--- src/rtl/saw_note_sequencer_pkg.sv ---
// saw_note_sequencer_pkg
// Shared definitions for the sawtooth note sequencer:
//   state_e    - sequencer FSM state encoding
//   SCALE_W    - width of the generator Scale value
//   REST_SCALE - scale value meaning "silent entry"
//   END_DUR    - duration value marking end of program
package saw_note_sequencer_pkg;
  localparam int SCALE_W = 6;
  localparam logic [SCALE_W-1:0] REST_SCALE = '0;
  localparam int END_DUR = 0;

  typedef enum logic [2:0] {
    ST_IDLE = 3'd0,
    ST_LOAD = 3'd1,
    ST_PLAY = 3'd2,
    ST_GAP  = 3'd3,
    ST_DONE = 3'd4
  } state_e;
endpackage

--- src/rtl/saw_note_sequencer_if.sv ---
// saw_note_sequencer_if
// Control/table-load bus and generator-facing outputs of the sequencer.
//   start, stop, loop_en        - playback control from UI logic
//   wr_en, wr_addr, wr_scale,
//   wr_dur                      - table write port
//   scale_out, wave_en          - drive the sawtooth generator
//   step_idx, busy, done        - playback status
// master: control side (drives commands, reads status)
// slave : sequencer side
interface saw_note_sequencer_if #(
  parameter int AW    = 3,
  parameter int DUR_W = 8
);
  import saw_note_sequencer_pkg::*;

  logic                start;
  logic                stop;
  logic                loop_en;
  logic                wr_en;
  logic [AW-1:0]       wr_addr;
  logic [SCALE_W-1:0]  wr_scale;
  logic [DUR_W-1:0]    wr_dur;
  logic [SCALE_W-1:0]  scale_out;
  logic                wave_en;
  logic [AW-1:0]       step_idx;
  logic                busy;
  logic                done;

  modport master (
    output start, stop, loop_en, wr_en, wr_addr, wr_scale, wr_dur,
    input  scale_out, wave_en, step_idx, busy, done
  );

  modport slave (
    input  start, stop, loop_en, wr_en, wr_addr, wr_scale, wr_dur,
    output scale_out, wave_en, step_idx, busy, done
  );
endinterface

--- src/rtl/saw_note_sequencer_tick_prescaler.sv ---
// saw_note_sequencer_tick_prescaler
// Free-running divider that counts enabled cycles 0..DIV-1 and raises
// tick_o (combinationally, from the registered count) on the cycle the
// count equals DIV-1. With DIV=1 every enabled cycle is a tick.
//   clk_i, rst_i - clock, asynchronous active-high reset
//   clr_i        - synchronous clear of the count (has priority over en_i)
//   en_i         - count enable
//   tick_o       - one-cycle tick
module saw_note_sequencer_tick_prescaler #(
  parameter int DIV = 4
) (
  input  logic clk_i,
  input  logic rst_i,
  input  logic clr_i,
  input  logic en_i,
  output logic tick_o
);
  localparam int CW = (DIV > 1) ? $clog2(DIV) : 1;
  localparam logic [CW-1:0] LAST = CW'(DIV - 1);

  logic [CW-1:0] cnt_q, cnt_d;

  assign tick_o = en_i && (cnt_q == LAST);

  always_comb begin
    cnt_d = cnt_q;
    if (clr_i) begin
      cnt_d = '0;
    end else if (en_i) begin
      cnt_d = tick_o ? '0 : cnt_q + CW'(1);
    end
  end

  always_ff @(posedge clk_i or posedge rst_i) begin
    if (rst_i) begin
      cnt_q <= '0;
    end else begin
      cnt_q <= cnt_d;
    end
  end
endmodule

--- src/rtl/saw_note_sequencer.sv ---
// saw_note_sequencer
// Plays a table of (scale, duration) entries on the sawtooth generator.
// Each non-marker entry plays for dur*TICK_DIV cycles, followed by GAP_CYC
// silent cycles. A dur of 0 ends the program; reaching the last table
// entry also ends it. loop_en, sampled at end of program, restarts at 0.
//   sysclk - clock
//   reset  - asynchronous active-high reset (clears table and outputs)
//   bus    - control/table port and registered generator outputs
module saw_note_sequencer
  import saw_note_sequencer_pkg::*;
#(
  parameter int DEPTH    = 8,
  parameter int TICK_DIV = 1024,
  parameter int DUR_W    = 8,
  parameter int GAP_CYC  = 16
) (
  input  logic               sysclk,
  input  logic               reset,
  saw_note_sequencer_if.slave bus
);
  localparam int AW       = $clog2(DEPTH);
  localparam int GW       = (GAP_CYC > 1) ? $clog2(GAP_CYC) : 1;
  localparam int GAP_LAST = (GAP_CYC > 0) ? GAP_CYC - 1 : 0;
  localparam logic [AW-1:0] LAST_IDX = AW'(DEPTH - 1);

  logic [SCALE_W-1:0] tbl_scale_q [DEPTH];
  logic [DUR_W-1:0]   tbl_dur_q   [DEPTH];

  state_e             state_q, state_d;
  logic [AW-1:0]      idx_q, idx_d;
  logic [SCALE_W-1:0] scale_q, scale_d;
  logic [DUR_W-1:0]   rem_q, rem_d;
  logic [GW-1:0]      gap_q, gap_d;
  logic [SCALE_W-1:0] scale_out_q, scale_out_d;
  logic [AW-1:0]      step_idx_q, step_idx_d;
  logic               wave_en_q, wave_en_d;
  logic               busy_q, busy_d;
  logic               done_q, done_d;

  logic [SCALE_W-1:0] rd_scale;
  logic [DUR_W-1:0]   rd_dur;
  logic               dur_tick, gap_tick;
  logic               adv, eop;

  assign rd_scale = tbl_scale_q[idx_q];
  assign rd_dur   = tbl_dur_q[idx_q];

  // Table: writable in every state; the playing entry is latched at LOAD,
  // so rewriting it only shows up at its next LOAD.
  always_ff @(posedge sysclk or posedge reset) begin
    if (reset) begin
      for (int i = 0; i < DEPTH; i++) begin
        tbl_scale_q[i] <= '0;
        tbl_dur_q[i]   <= '0;
      end
    end else if (bus.wr_en) begin
      tbl_scale_q[bus.wr_addr] <= bus.wr_scale;
      tbl_dur_q[bus.wr_addr]   <= bus.wr_dur;
    end
  end

  saw_note_sequencer_tick_prescaler #(.DIV(TICK_DIV)) u_dur_presc (
    .clk_i  (sysclk),
    .rst_i  (reset),
    .clr_i  (state_q == ST_LOAD),
    .en_i   (state_q == ST_PLAY),
    .tick_o (dur_tick)
  );

  saw_note_sequencer_tick_prescaler #(.DIV(1)) u_gap_presc (
    .clk_i  (sysclk),
    .rst_i  (reset),
    .clr_i  (1'b0),
    .en_i   (state_q == ST_GAP),
    .tick_o (gap_tick)
  );

  always_comb begin
    state_d = state_q;
    idx_d   = idx_q;
    scale_d = scale_q;
    rem_d   = rem_q;
    gap_d   = gap_q;
    adv     = 1'b0;
    eop     = 1'b0;

    case (state_q)
      ST_IDLE: begin
        if (bus.start && !bus.stop) begin
          state_d = ST_LOAD;
          idx_d   = '0;
        end
      end
      ST_LOAD: begin
        if (rd_dur == DUR_W'(END_DUR)) begin
          // An empty program never loops, otherwise loop_en decides.
          if (idx_q == '0) state_d = ST_DONE;
          else             eop = 1'b1;
        end else begin
          scale_d = rd_scale;
          rem_d   = rd_dur;
          state_d = ST_PLAY;
        end
      end
      ST_PLAY: begin
        if (dur_tick) begin
          rem_d = rem_q - DUR_W'(1);
          if (rem_q == DUR_W'(1)) begin
            if (GAP_CYC == 0) begin
              adv = 1'b1;
            end else begin
              state_d = ST_GAP;
              gap_d   = GW'(GAP_LAST);
            end
          end
        end
      end
      ST_GAP: begin
        if (gap_tick) begin
          if (gap_q == '0) adv = 1'b1;
          else             gap_d = gap_q - GW'(1);
        end
      end
      ST_DONE: state_d = ST_IDLE;
      default: state_d = ST_IDLE;
    endcase

    // Advancing past the last entry ends the program without reading a marker.
    if (adv) begin
      if (idx_q == LAST_IDX) begin
        eop = 1'b1;
      end else begin
        idx_d   = idx_q + AW'(1);
        state_d = ST_LOAD;
      end
    end

    if (eop) begin
      if (bus.loop_en) begin
        idx_d   = '0;
        state_d = ST_LOAD;
      end else begin
        state_d = ST_DONE;
      end
    end

    if (bus.stop && (state_q != ST_IDLE)) state_d = ST_IDLE;

    // Outputs are registered, so they are derived from the next state.
    scale_out_d = scale_out_q;
    step_idx_d  = step_idx_q;
    wave_en_d   = 1'b0;
    busy_d      = 1'b1;
    done_d      = 1'b0;
    case (state_d)
      ST_IDLE: begin
        scale_out_d = '0;
        step_idx_d  = '0;
        busy_d      = 1'b0;
      end
      ST_LOAD: step_idx_d = idx_d;
      ST_PLAY: begin
        scale_out_d = scale_d;
        wave_en_d   = (scale_d != REST_SCALE);
      end
      ST_DONE: done_d = 1'b1;
      default: ;
    endcase
  end

  always_ff @(posedge sysclk or posedge reset) begin
    if (reset) begin
      state_q     <= ST_IDLE;
      idx_q       <= '0;
      scale_q     <= '0;
      rem_q       <= '0;
      gap_q       <= '0;
      scale_out_q <= '0;
      step_idx_q  <= '0;
      wave_en_q   <= 1'b0;
      busy_q      <= 1'b0;
      done_q      <= 1'b0;
    end else begin
      state_q     <= state_d;
      idx_q       <= idx_d;
      scale_q     <= scale_d;
      rem_q       <= rem_d;
      gap_q       <= gap_d;
      scale_out_q <= scale_out_d;
      step_idx_q  <= step_idx_d;
      wave_en_q   <= wave_en_d;
      busy_q      <= busy_d;
      done_q      <= done_d;
    end
  end

  assign bus.scale_out = scale_out_q;
  assign bus.step_idx  = step_idx_q;
  assign bus.wave_en   = wave_en_q;
  assign bus.busy      = busy_q;
  assign bus.done      = done_q;
endmodule

--- src/flat_wrapper.sv ---
// flat-port wrapper written by rule: the top's interface ports become plain ports
module saw_note_sequencer_flat import saw_note_sequencer_pkg::*;
#(
  parameter int DEPTH    = 8,
  parameter int TICK_DIV = 1024,
  parameter int DUR_W    = 8,
  parameter int GAP_CYC  = 16
)
  (sysclk, reset, bus_start, bus_stop, bus_loop_en, bus_wr_en, bus_wr_addr, bus_wr_scale, bus_wr_dur, bus_scale_out, bus_wave_en, bus_step_idx, bus_busy, bus_done);
  saw_note_sequencer_if #(.AW(3), .DUR_W(DUR_W)) bus_i ();
  input  logic sysclk;
  input  logic reset;
  input wire logic [$bits(bus_i.start)-1:0] bus_start;
  input wire logic [$bits(bus_i.stop)-1:0] bus_stop;
  input wire logic [$bits(bus_i.loop_en)-1:0] bus_loop_en;
  input wire logic [$bits(bus_i.wr_en)-1:0] bus_wr_en;
  input wire logic [$bits(bus_i.wr_addr)-1:0] bus_wr_addr;
  input wire logic [$bits(bus_i.wr_scale)-1:0] bus_wr_scale;
  input wire logic [$bits(bus_i.wr_dur)-1:0] bus_wr_dur;
  output wire logic [$bits(bus_i.scale_out)-1:0] bus_scale_out;
  output wire logic [$bits(bus_i.wave_en)-1:0] bus_wave_en;
  output wire logic [$bits(bus_i.step_idx)-1:0] bus_step_idx;
  output wire logic [$bits(bus_i.busy)-1:0] bus_busy;
  output wire logic [$bits(bus_i.done)-1:0] bus_done;
  assign bus_i.start = bus_start;
  assign bus_i.stop = bus_stop;
  assign bus_i.loop_en = bus_loop_en;
  assign bus_i.wr_en = bus_wr_en;
  assign bus_i.wr_addr = bus_wr_addr;
  assign bus_i.wr_scale = bus_wr_scale;
  assign bus_i.wr_dur = bus_wr_dur;
  assign bus_scale_out = bus_i.scale_out;
  assign bus_wave_en = bus_i.wave_en;
  assign bus_step_idx = bus_i.step_idx;
  assign bus_busy = bus_i.busy;
  assign bus_done = bus_i.done;
  saw_note_sequencer #(.DEPTH(DEPTH), .TICK_DIV(TICK_DIV), .DUR_W(DUR_W), .GAP_CYC(GAP_CYC)) u_core (.sysclk(sysclk), .reset(reset), .bus(bus_i));
endmodule
--- config.mk ---
export PLATFORM = sky130hd
export DESIGN_NAME = saw_note_sequencer_flat
export DESIGN_NICKNAME = d
export VERILOG_FILES = /design/src/rtl/saw_note_sequencer_pkg.sv /design/src/rtl/saw_note_sequencer_if.sv /design/src/rtl/saw_note_sequencer_tick_prescaler.sv /design/src/rtl/saw_note_sequencer.sv /design/src/flat_wrapper.sv
export SDC_FILE = /design/constraint.sdc
export NUM_CORES = 1
export LEC_CHECK = 0
export BUFFER_PORTS_ARGS = -buffer_cell sky130_fd_sc_hd__buf_2
export CAP_MARGIN = 15
export CORE_UTILIZATION = 25
export CTS_CLUSTER_SIZE = 20
export DETAILED_ROUTE_END_ITERATION = 7
export GPL_TIMING_DRIVEN = 0
export HOLD_SLACK_MARGIN = 0.1
export PLACE_DENSITY = 0.41
export SLEW_MARGIN = 0
export SYNTH_ARGS = -nofsm -noshare
export SYNTH_HDL_FRONTEND = slang
export SYNTH_SLANG_ARGS = --single-unit
--- constraint.sdc ---
create_clock -name sysclk -period 12 [get_ports sysclk]
set_clock_uncertainty 0.2 [all_clocks]
set_input_delay 2.4 -clock sysclk [delete_from_list [all_inputs] [get_ports sysclk]]
set_output_delay 2.4 -clock sysclk [all_outputs]
set_load 0.1 [all_outputs]
Word level (Yosys, flattened, before mapping):

Cells that the tools add are included.

* equal/unequal tests: 14
* add/subtract/negate cells: 5
* bitwise operators: 3
* muxes and demuxes: 56
* order comparisons: 3
* reduce and logical (&&, ||, !) cells: 19

Operator list (number)
* $bwmux 64: 1
* $bwmux 48: 1
* $mux 3: 16
* $mux 8: 5
* $mux 10: 3
* $mux 6: 5
* $bmux 8 s3: 1
* $demux 8 s3: 1
* $bmux 6 s3: 1
* $demux 6 s3: 1
* $mux 4: 4
* $pmux 8 s2: 1
* $mux 1: 12
* $pmux 3 s4: 1
* $pmux 6 s2: 1
* $add 10x1->10 const B: 1
* $eq 10x10->1 const B: 1
* $eq 3x2->1 const B: 3
* $logic_not 3->1: 3
* $eq 8x1->1 const B: 1
* $ge 4x4->1 const B: 2
* $logic_not 8->1: 1
* $not 3->4: 2
* $pmux 4 s2: 1
* 19 further kinds: 31

* output and inout port bits: 12
* bits of input ports: 23
* register bits: 159

Longest topological paths before layout:

Gate-level depths: netlist of run 1.

* depth in word-level cells: 13
* gate-level depth with buffers: 11

Modules after synthesis:

Synthesis of run 1 repeated with hierarchy kept, for this count alone.

* cell total of the unflattened synthesis: 561
* area, all modules: 7647.3 um^2

Modules (own cells, without submodules)
* saw_note_sequencer: instances 1, cells each 494, seq. area each 3703.6 um^2, area each 7008.0 um^2
* saw_note_sequencer_tick_prescaler (u_core.u_dur_presc): instances 1, cells each 63, seq. area each 250.2 um^2, area each 589.3 um^2
* saw_note_sequencer_tick_prescaler (u_core.u_gap_presc): instances 1, cells each 4, seq. area each 25.0 um^2, area each 50.0 um^2

Worst setup path before layout of run 1:

OpenSTA, ideal clock, no wires.

* kind: in2reg
* start point: in bus_wr_addr[0]
* end point: reg u_core.tbl_dur_q[40] (netlist bit)
* cell stages on the path: 4
* arrival: 3.766 ns
* buffers on the path: 1
* setup slack: 7.909 ns
* cells stage by stage: nand2b_1 > nor3b_1 > clkbuf_1 > mux2_2

* longest elaborated chain between the ends: 6
* elaborated cells on any way between the ends: 7
* those cells by class: 2 x order compare; 3 x mux; 1 x bitwise; 1 x reduce/logical

Ends and longest elaborated chain
* from (decl): RTL line flat_wrapper.sv:17 `input wire logic [$bits(bus_i.wr_addr)-1:0] bus_wr_addr;`
* $not 3->4 (implied by the code) (*): RTL line saw_note_sequencer.sv:58 `tbl_dur_q[bus.wr_addr] <= bus.wr_dur;`
* $ge 4x4->1 (implied by the code) or $lt 4x1->1 (tied branches): RTL line saw_note_sequencer.sv:58
* $logic_and 1x1->1 (implied by the code): RTL line saw_note_sequencer.sv:58
* $mux 8 (implied by the code): RTL line saw_note_sequencer.sv:58
* $demux 8 s3 (*): RTL line saw_note_sequencer.sv:58
* $bwmux 64 (*): RTL line saw_note_sequencer.sv:58
* to (signal, indexed assignment): RTL line saw_note_sequencer.sv:58
* to (decl): RTL line saw_note_sequencer.sv:27 `logic [DUR_W-1:0] tbl_dur_q [DEPTH];`

Mark *: on every way between the ends. The rest lies on a longest branch, timed or not.
A chain may end at the register's enable or synchronous reset.

Final worst setup path of run 1:

* start point: in bus_wr_addr[0]
* end point: reg u_core.tbl_dur_q[26] (netlist bit)

Same word-level chain as after synthesis.

==> impl_metrics.ini, run 1 <==
[finish]
drive_gt1_frac = 0.383
area_growth_pct = 16.9
fin_nets = 644

[logic_synthesis]
syn_inst = 558
avgSynthCellArea_sq_um = 13.8
synth_top_flop_cell = dfrtp_1
async_flop_share = 1.00
syn-num-nets = 589
ys_seq_elements = 159
yosysWarnings = 0
ys_seq_area_frac = 0.517
synth_edf_count = 0
yosysTopAreaCell = dfrtp_1
ys_types = 58
yosys.area.top_type_share = 0.517
synth_area_sq_um = 7700
synthTopCellsByArea = dfrtp_1, mux2_2, mux4_2

[timing]
rsz0062_at_grt = false
hold_viol_final = 0
fin_crit_ns = 4.51
period_share = 0.376
layout_setup_ws_ns = 7.49
tightest_slew_ns = 1.05
setup_tns_ns = 0
clock.fmax_mhz = 222
setup_viol = 0
slew_headroom = 0.299
whs_ns = 0.291
final_max_slew_viol_count = 0

[routing]
drt_iter0_drc = 284
dr.pass1.iters = 4
ant_nets = 0
wl_um = 18600
vias = 4801
via_per_inst = 4.72
wl_per_cell_um = 18.3
drc = 0

[placement]
pre_cts_ws_ns = 6.94
routabilityCongestion = 0.753
place_hpwl_um = 13000
port_buffers = 34

[floorplanning]
ios = 35
chipWidth_um = 177
die_y_um = 177
initial_core_util = 0.257
rows = 63
die-area_sq_um = 31500
core_area_sq_um = 30000

[worst_setup_path]
arrival_ns = 4.62
cp_max_fo = 10
startpoint = bus_wr_addr[0]
setup.worst_path.end_class = flop
cp-start-kind = primary input
crit_type = in -> reg
rr_startpoint = u_core.idx_q[0]
r2r_slack_ns = 8.51
r2r_end = u_core.bus.wave_en
critPathRequiredTime_ns = 12.11
rr_worst_depth = 8

[clock_tree]
cts_resized = 0
cts_root_buf = clkbuf_16
clk_pin_slew_worst_paths_ns = 0.07
clk_latency_ns = 0.43
cts_buffers = 17
cts_setup_buffers = 0
tritoncts = built
cts_buffer_depth = 2
hold_buffers = 0
htreeDepth = 4
cts_sinks = 159

[global_route]
antenna_found_initial = 1
grt_pass1_wl_um = 29600
globalRouteMet3Util = 0.0283
grt.overflow.total = 0
grt_use_met2 = 0.206
grt_usage = 0.125
grt_pass1_vias = 5048
grt_max_degree = 81
busiest_layer = met2
met1_usage = 0.163

[power_and_ir_drop]
worst_ir_drop_vdd_uv = 92.0
power_density_nw_per_um2 = 192
p_total_mw = 1.73
p_leak_nw = 3.82

[hold_path]
hp-start = u_core.gap_q[3]
holdPathStages = 1
hp-class = reg -> reg
hold_path_end = u_core.gap_q[3]

[flow_run]
maxCapViolations = 0

[outcome]
status = finished clean
## metrics by stage
step	std cells	cell area [sq um]	util
CTS	1016	8990	0.300
floorplan	558	7700	-
global placement	982	8350	0.279
detailed placement	984	8410	0.281
global route	1016	8990	0.300
finish	1017	9000	0.300
## synthesized netlist by cell type (2+ instances only)
| master | number |
|---|---|
| dfrtp_1 | 159 |
| nand4b_1 | 3 |
| nand2_1 | 23 |
| inv_1 | 15 |
| buf_4 | 2 |
| o21ai_0 | 17 |
| and2_1 | 8 |
| nand4_1 | 5 |
| o31ai_1 | 2 |
| nor3_1 | 12 |
| o21ai_2 | 2 |
| xor2_1 | 3 |
| a21oi_1 | 14 |
| and3_1 | 6 |
| o32ai_1 | 2 |
| buf_6 | 7 |
| nor2_1 | 24 |
| a21boi_0 | 2 |
| mux2i_1 | 15 |
| and4_1 | 2 |
| o22ai_1 | 2 |
| nand2b_1 | 5 |
| a22o_1 | 4 |
| clkbuf_1 | 13 |
| mux4_2 | 16 |
| mux2_2 | 129 |
| o22a_1 | 6 |
| or3_1 | 3 |
| nor3b_1 | 4 |
| nand3_1 | 4 |
| a211oi_2 | 2 |
| mux4_1 | 12 |
| ha_1 | 8 |
| and2_2 | 2 |
| a31oi_1 | 2 |
## routing by layer
metal	vias up	routed length, um
li1	2212	-
met1	2509	8670
met2	72	9140
met3	8	639
met4	0	182
met5	-	0
## area by class of cell
type / count / area (sq um)
Antenna cell: 1 / 2.50
Buffer: 23 / 148
Clock buffer: 20 / 457
Clock inverter: 12 / 124
Fill cell: 3001 / 21000
Inverter: 16 / 65.1
Multi-Input combinational cell: 360 / 3510
Sequential cell: 159 / 3980
Tap cell: 390 / 488
Timing Repair Buffer: 36 / 225
## flip-flops by register name (all words and copies together) (netlist names), 3 cells and up
name and flops:
u_core.rem_q 8, u_core.tbl_scale_q 48, u_core.bus.scale_out 6, u_core.gap_q 4, u_core.scale_q 6, u_core.u_dur_presc.cnt_q 10, u_core.bus.step_idx 3, u_core.state_q 3
u_core.tbl_dur_q 64, u_core.idx_q 3
## critical path, stage by stage
cell	delay (ns)
buf_2	0.13
nand2b_1	0.17
nor3b_1	0.85
clkbuf_1	0.66
mux2_2	0.41
## cells in the final DEF (no fill, tap or decap), types with 7 or more instances in the layout
cell	netlist	layout
o21ai_0	17	17
clkbuf_16	0	17
buf_6	7	7
nand2_1	23	23
ha_1	8	8
dfrtp_1	159	159
mux4_1	12	12
clkbuf_1	13	14
mux2_2	129	129
inv_1	15	14
nor2_1	24	24
and2_1	8	8
nor3_1	12	12
a21oi_1	14	14
mux2i_1	15	15
mux4_2	16	16
buf_2	1	35
## power breakdown
| part | internal, mW | switching [mW] |
|---|---|---|
| sequential | 0.660 | 0.0741 |
| combinational | 0.216 | 0.240 |
| clock | 0.302 | 0.235 |
| total | 1.18 | 0.548 |
## how the worst max path moves through the flow
stage,end,slack [ns]
after floorplan,u_core.bus.busy,5.11
after global placement,u_core.tbl_scale_q[8],3.48
after detailed placement,u_core.tbl_dur_q[26],6.94
after CTS,u_core.tbl_dur_q[26],7.41
after global routing,u_core.tbl_dur_q[26],7.33
final,u_core.tbl_dur_q[26],7.49
## kinds of logic (layout without fill, tap and decap cells)
logic type / after synthesis / count (layout) / synth area share
simple gates: 114 / 114 / 0.0852
buf+inv: 39 / 107 / 0.0270
compound gates: 63 / 63 / 0.0584
fa+ha+maj: 8 / 8 / 0.0130
flops: 159 / 159 / 0.517
other cells: 0 / 1 / 0
mux: 172 / 172 / 0.296
xor+xnor: 3 / 3 / 0.00341
Note: power is estimated with default switching activity, not from simulation.
==> inputs of run 2 (changes only) <==
--- a/config.mk
+++ b/config.mk
@@ -5,6 +5,7 @@
 export SDC_FILE = /design/constraint.sdc
 export NUM_CORES = 1
 export LEC_CHECK = 0
+export ABC_AREA = 1
 export BUFFER_PORTS_ARGS = -buffer_cell sky130_fd_sc_hd__buf_2
 export CAP_MARGIN = 15
 export CORE_UTILIZATION = 25
@@ -12,7 +13,7 @@
 export DETAILED_ROUTE_END_ITERATION = 7
 export GPL_TIMING_DRIVEN = 0
 export HOLD_SLACK_MARGIN = 0.1
-export PLACE_DENSITY = 0.41
+export PLACE_DENSITY = 0.43
 export SLEW_MARGIN = 0
 export SYNTH_ARGS = -nofsm -noshare
 export SYNTH_HDL_FRONTEND = slang
==> constraint.sdc (replaced) <==
create_clock -name sysclk -period 3.89 [get_ports sysclk]
set_clock_uncertainty 0.2 [all_clocks]
set_input_delay 0.778 -clock sysclk [delete_from_list [all_inputs] [get_ports sysclk]]
set_output_delay 0.778 -clock sysclk [all_outputs]
set_load 0.1 [all_outputs]
==> impl_metrics.ini, run 2 <==
[logic_synthesis]
synthTopCellsByArea = dfrtp_1, nand2_1, o21ai_0
syn-num-nets = 992
synth_compound_area_frac = 0.141
synth_top_family_by_area = simple AND/OR/NAND/NOR gates
ys_seq_area_frac = 0.520
synth_xor_area_frac = 0.00572
synthMuxAreaShare = 0
avgSynthCellArea_sq_um = 7.96
async_flop_share = 1.00
syn_inst = 961
ys_types = 41
yosys.area.top_type_share = 0.520
ys_seq_elements = 159
yosysTopAreaCell = dfrtp_1
synth-simple-area-share = 0.240
synth_area_sq_um = 7650
yosysMostFrequentCell = nand2_1
synth_top_flop_cell = dfrtp_1
synthTopCellsByCount = nand2_1, dfrtp_1, o21ai_0, inv_1, nand3_1
yosysWarnings = 0
synth_edf_count = 0
synth_fa_ha_area_frac = 0.0131

[hold_path]
hold_path_end = u_core.bus.scale_out[2]
hp-start = u_core.bus.scale_out[2]
hp-class = reg -> reg
holdPathStages = 2

[clock_tree]
hold_buffers = 1
clk_pin_slew_worst_paths_ns = 0.06
cts_sinks = 159
htreeDepth = 4
cts_root_buf = clkbuf_16
tritoncts = built
cts_buffer_depth = 2
clk_latency_ns = 0.44
cts_buffers = 17
cts_setup_buffers = 0
cts_resized = 0

[placement]
routabilityCongestion = 0.770
place_hpwl_um = 16600
port_buffers = 34

[timing]
period_share = 0.733
tightest_slew_ns = 0.837
hold_viol_final = 0
fin_crit_ns = 2.85
final_max_slew_viol_count = 0
slew_headroom = 0.442
whs_ns = 0.270
clock.fmax_mhz = 351
rsz0062_at_grt = false
setup_viol = 0
setup_tns_ns = 0

[floorplanning]
ios = 35
die-area_sq_um = 31300
initial_core_util = 0.256
die_y_um = 177
rows = 63
core_area_sq_um = 29900
chipWidth_um = 177

[finish]
regMostFlops = u_core.tbl_dur_q
final_cell_mix = nand2_1, dfrtp_1, o21ai_0
fin_nets = 1052
largest_reg_flops = 64
drive_gt1_frac = 0.110
top_regs = u_core.tbl_dur_q (64), u_core.tbl_scale_q (48), u_core.u_dur_presc.cnt_q (10)
antennaDiodeCount = 0
layout_commonest_cell = nand2_1
area_growth_pct = 18.1
postLayoutCoreUtil = 0.303

[worst_setup_path]
cp_max_fo = 10
crit_family = buffers and inverters
r2r_slack_ns = 1.04
cp-start-kind = flop
slowest_delay_ns = 0.46
slowest_stage = o21ai_0
rr_startpoint = u_core.idx_q[0]
setup.worst_path.end_class = flop
crit_type = reg -> reg
arrival_ns = 3.01
r2r_end = u_core.bus.wave_en
crit_chain = buf_6, buf_2, buf_1, nand2_1, a32o_1, o21ai_0, nand3_1, nand2_1, nor2_1, nand2_1, nor2_1, nor2_1
worst-path-buf-inv = 3
rr_worst_depth = 12
critPathRequiredTime_ns = 4.05

[routing]
drt_iter0_drc = 459
via_per_inst = 4.58
dr.pass1.iters = 5
wl_per_cell_um = 17.2
vias = 6521
drc = 0
wl_um = 24400
ant_nets = 0

[power_and_ir_drop]
combPwrFrac = 0.394
p_leak_nw = 4.42
switching_share = 0.425
power_density_nw_per_um2 = 728
p_int_mw = 3.78
pwr-share-seq = 0.342
p_total_mw = 6.58
worst_ir_drop_vdd_uv = 336
pwr-share-clk = 0.264
net-switching-power_mw = 2.80

[global_route]
grt_pass1_wl_um = 38800
grt_max_degree = 37
antenna_found_initial = 0
grt_pass1_vias = 6507
grt_usage = 0.166
grt.overflow.total = 0

[flow_run]
maxCapViolations = 0

[outcome]
status = finished clean
run 2: cell count changes in the layout (fill, tap and decap cells not counted), moves of 15 or more:
cell,before,now
nor2_1,24,60
inv_1,14,99
nand2_1,23,292
mux2_2,129,0
mux2i_1,15,0
o21ai_0,17,146
nand3_1,4,61
mux4_2,16,0
run 2: stage by stage:
step	area, sq um	std cells	setup slack (ns)
after detailed placement	8430	1391	1.01
after global routing	9040	1424	0.873
after global placement	8320	1385	-0.448
after CTS	9040	1424	1.06
final	9040	1424	1.04
after floorplan	7660	961	0.897
run 2: power by group through the flow:
stage | sequential [mW] | clock, mW | combinational [mW]
final | 2.25 | 1.74 | 2.59
after global placement | 2.28 | 0 | 2.59
after floorplan | 2.47 | 0 | 1.65
after global routing | 2.29 | 1.85 | 2.94
after detailed placement | 2.27 | 0 | 2.61
after CTS | 2.25 | 1.78 | 2.62
run 2: cells by family after synthesis:
| family | after synthesis |
|---|---|
| simple gates | 442 |
| compound gates | 202 |
| flops | 159 |
| fa+ha+maj | 8 |
| buf+inv | 145 |
| xor+xnor | 5 |
run 2: cell type report:
cell class              instances  area [sq um]
plain buffers                  41           219
clock buffers                  17           425
clock inverters                15           171
fillers                      3255         20800
inverters                     104           397
multi-input cells             657          3070
flip-flops and latches        159          3980
well taps                     390           488
repair buffers                 41           292
run 2: worst max path at each step:
| stage | to | depth (start not counted) | startpoint | slack [ns] |
|---|---|---|---|---|
| 2_1_floorplan | u_core.bus.busy | 1 | reset | 0.90 |
| 3_3_place_gp | u_core.tbl_scale_q[38] | 2 | reset | -0.45 |
| 3_5_place_dp | u_core.tbl_dur_q[3] | 6 | bus_wr_addr[2] | 1.01 |
| 4_1_cts | u_core.bus.wave_en | 12 | u_core.idx_q[0] | 1.06 |
| 5_1_grt | u_core.bus.wave_en | 12 | u_core.idx_q[0] | 0.87 |
| 6_report | u_core.bus.wave_en | 12 | u_core.idx_q[0] | 1.04 |
run 2: worst register-to-register path: cells and delay by family, from the launching register on:
kind | cells | cell delay (ns)
buffers and inverters | 3 | 0.84
AO/OA/AOI/OAI | 2 | 0.73
flip-flops | 1 | 0.40
AND/OR/NAND/NOR | 7 | 0.63
run 2: metal layers:
metal	vias to the layer above	track usage	share of wire
met5	-	0	0
met2	111	0.266	0.46
met4	0	0.0442	0.0093
li1	3209	-	-
met3	15	0.0288	0.037
met1	3186	0.229	0.49
==> inputs of run 3 (changes only) <==
==> constraint.sdc (replaced) <==
create_clock -name sysclk -period 2.5 [get_ports sysclk]
set_clock_uncertainty 0.2 [all_clocks]
set_input_delay 0.5 -clock sysclk [delete_from_list [all_inputs] [get_ports sysclk]]
set_output_delay 0.5 -clock sysclk [all_outputs]
set_load 0.1 [all_outputs]
==> impl_metrics.ini, run 3 (synthesis results as in run 2) <==
[floorplanning]
chipWidth_um = 177
die-area_sq_um = 31300
die_y_um = 177
rows = 63
core_area_sq_um = 29900
ios = 35
initial_core_util = 0.256

[global_route]
antenna_found_initial = 0
grt_pass1_vias = 6513
grt_pass1_wl_um = 38900
grt_usage = 0.166
grt_max_degree = 37
grt.overflow.total = 0

[worst_setup_path]
slowest_stage = dfrtp_1
crit_chain = buf_6, inv_6, buf_12, clkbuf_16, o21ai_4, nand3_2, nand2_4, nand2_4, nor2_4, nand4_4, nand2_4, nand2_8, nand2_8, nand2_8, nand2_8, nand2_1, nand2_1
arrival_ns = 2.69
worst-path-buf-inv = 4
cpMostUsedCell = nand2_8
cp-start-kind = flop
setup.worst_path.end_class = flop
crit_family = simple AND/OR/NAND/NOR gates
slowest_delay_ns = 0.40
crit_type = reg -> reg
critPathRequiredTime_ns = 2.67
cp_max_fo = 6

[routing]
wl_um = 24800
dr.pass1.iters = 5
vias = 6623
wl_per_cell_um = 17.2
drt_iter0_drc = 461
ant_nets = 0
via_per_inst = 4.58
drc = 0

[placement]
dpl.cell_count = 1391
place_hpwl_um = 16600
port_buffers = 34
routabilityCongestion = 0.770

[finish]
final_cell_mix = nand2_1, dfrtp_1, o21ai_0
drive_gt1_frac = 0.165
fillers = 3199
regMostFlops = u_core.tbl_dur_q
antennaDiodeCount = 0
multi_input_area_sq_um = 3310
layout_commonest_cell = nand2_1
top_regs = u_core.tbl_dur_q (64), u_core.tbl_scale_q (48), u_core.u_dur_presc.cnt_q (10)
area_growth_pct = 24.9
stdcell_count = 1445
fin_nets = 1073
ff_latch_area_sq_um = 3980
postLayoutCoreUtil = 0.320
largest_reg_flops = 64

[clock_tree]
cts_buffers = 17
clk_latency_ns = 0.43
htreeDepth = 4
cts_root_buf = clkbuf_16
cts_buffer_depth = 2
clk_pin_slew_worst_paths_ns = 0.07
cts_sinks = 159
tritoncts = built

[power_and_ir_drop]
switching_share = 0.425
p_total_mw = 11.0
p_leak_nw = 4.61
worst_ir_drop_vdd_uv = 515
net-switching-power_mw = 4.68
combPwrFrac = 0.436
pwr-share-seq = 0.318
p_int_mw = 6.33
pwr-share-clk = 0.246
power_density_nw_per_um2 = 1150

[timing]
hold_viol_final = 0
final_max_slew_viol_count = 0
slew_headroom = 0.449
setup_viol = 6
clock.fmax_mhz = 397
layout_setup_ws_ns = -0.0194
period_share = 1.01
fin_crit_ns = 2.52
tightest_slew_ns = 0.827
whs_ns = 0.106
rsz0062_at_grt = true

[hold_path]
hp-class = in -> reg

[outcome]
violations = setup timing
status = finished with violations

[flow_run]
maxCapViolations = 0
-- run 3: per-stage QoR --
step	worst slack, ns	area (sq um)	setup TNS [ns]
after CTS	-0.0521	9160	-0.405
after global placement	-1.56	8320	-264.53
after floorplan	-0.215	7660	-34.16
after detailed placement	-0.294	8430	-4.12
final	-0.0194	9560	-0.0719
after global routing	-0.154	9560	-2.00
-- run 3: final timing paths --
path                                    startpoint                          end  slack (ns)  cells after the start
min in group asynchronous                    reset  u_core.u_dur_presc.cnt_q[3]        0.37                      3
min reg2reg                u_core.bus.scale_out[3]      u_core.bus.scale_out[3]        0.27                      2
max reg2reg                        u_core.idx_q[0]      u_core.bus.scale_out[3]       -0.02                     17
max in group asynchronous                    reset       u_core.tbl_scale_q[41]        0.82                      6
max                                u_core.idx_q[0]      u_core.bus.scale_out[3]       -0.02                     17
min                                  bus_wr_dur[1]          u_core.tbl_dur_q[1]        0.11                      3
-- run 3: cell type report --
cell class | count | area share
flip-flops and latches | 159 | 0.416
clock inverters | 15 | 0.0179
clock buffers | 17 | 0.0445
inverters | 104 | 0.0424
well taps | 390 | 0.0510
plain buffers | 41 | 0.0298
repair buffers | 61 | 0.0519
multi-input cells | 658 | 0.346
-- run 3: metal layers --
metal | GRT usage | part of all wire
met5 | 0 | 0
met4 | 0.0445 | 0.0085
met3 | 0.0284 | 0.033
met2 | 0.265 | 0.47
met1 | 0.230 | 0.49
-- run 3: power groups by stage --
stage          Clock (mW)  Combinational (mW)  Sequential [mW]
2_1_floorplan           0                2.57             3.84
3_3_place_gp            0                4.03             3.54
3_5_place_dp            0                4.06             3.54
4_1_cts              2.77                4.19             3.50
5_1_grt              2.88                5.34             3.57
6_report             2.71                4.80             3.51
-- run 3: what timing repair did --
action,CTS,global route
setup endpoints to repair,32,33
hold buffers,6,0
pin swaps,1,19
cloned,0,4
hold endpoints to repair,41,0
buffers inserted,1,11
resized for setup,21,75
-- run 3: worst reg2reg max path, delay by kind of cell, from the launching register on --
kind / cells / cell delay, ns
AOI/OAI and AO/OA: 1 / 0.12
buffers and inverters: 4 / 0.51
DFF: 1 / 0.40
and+or+nand+nor: 12 / 1.24
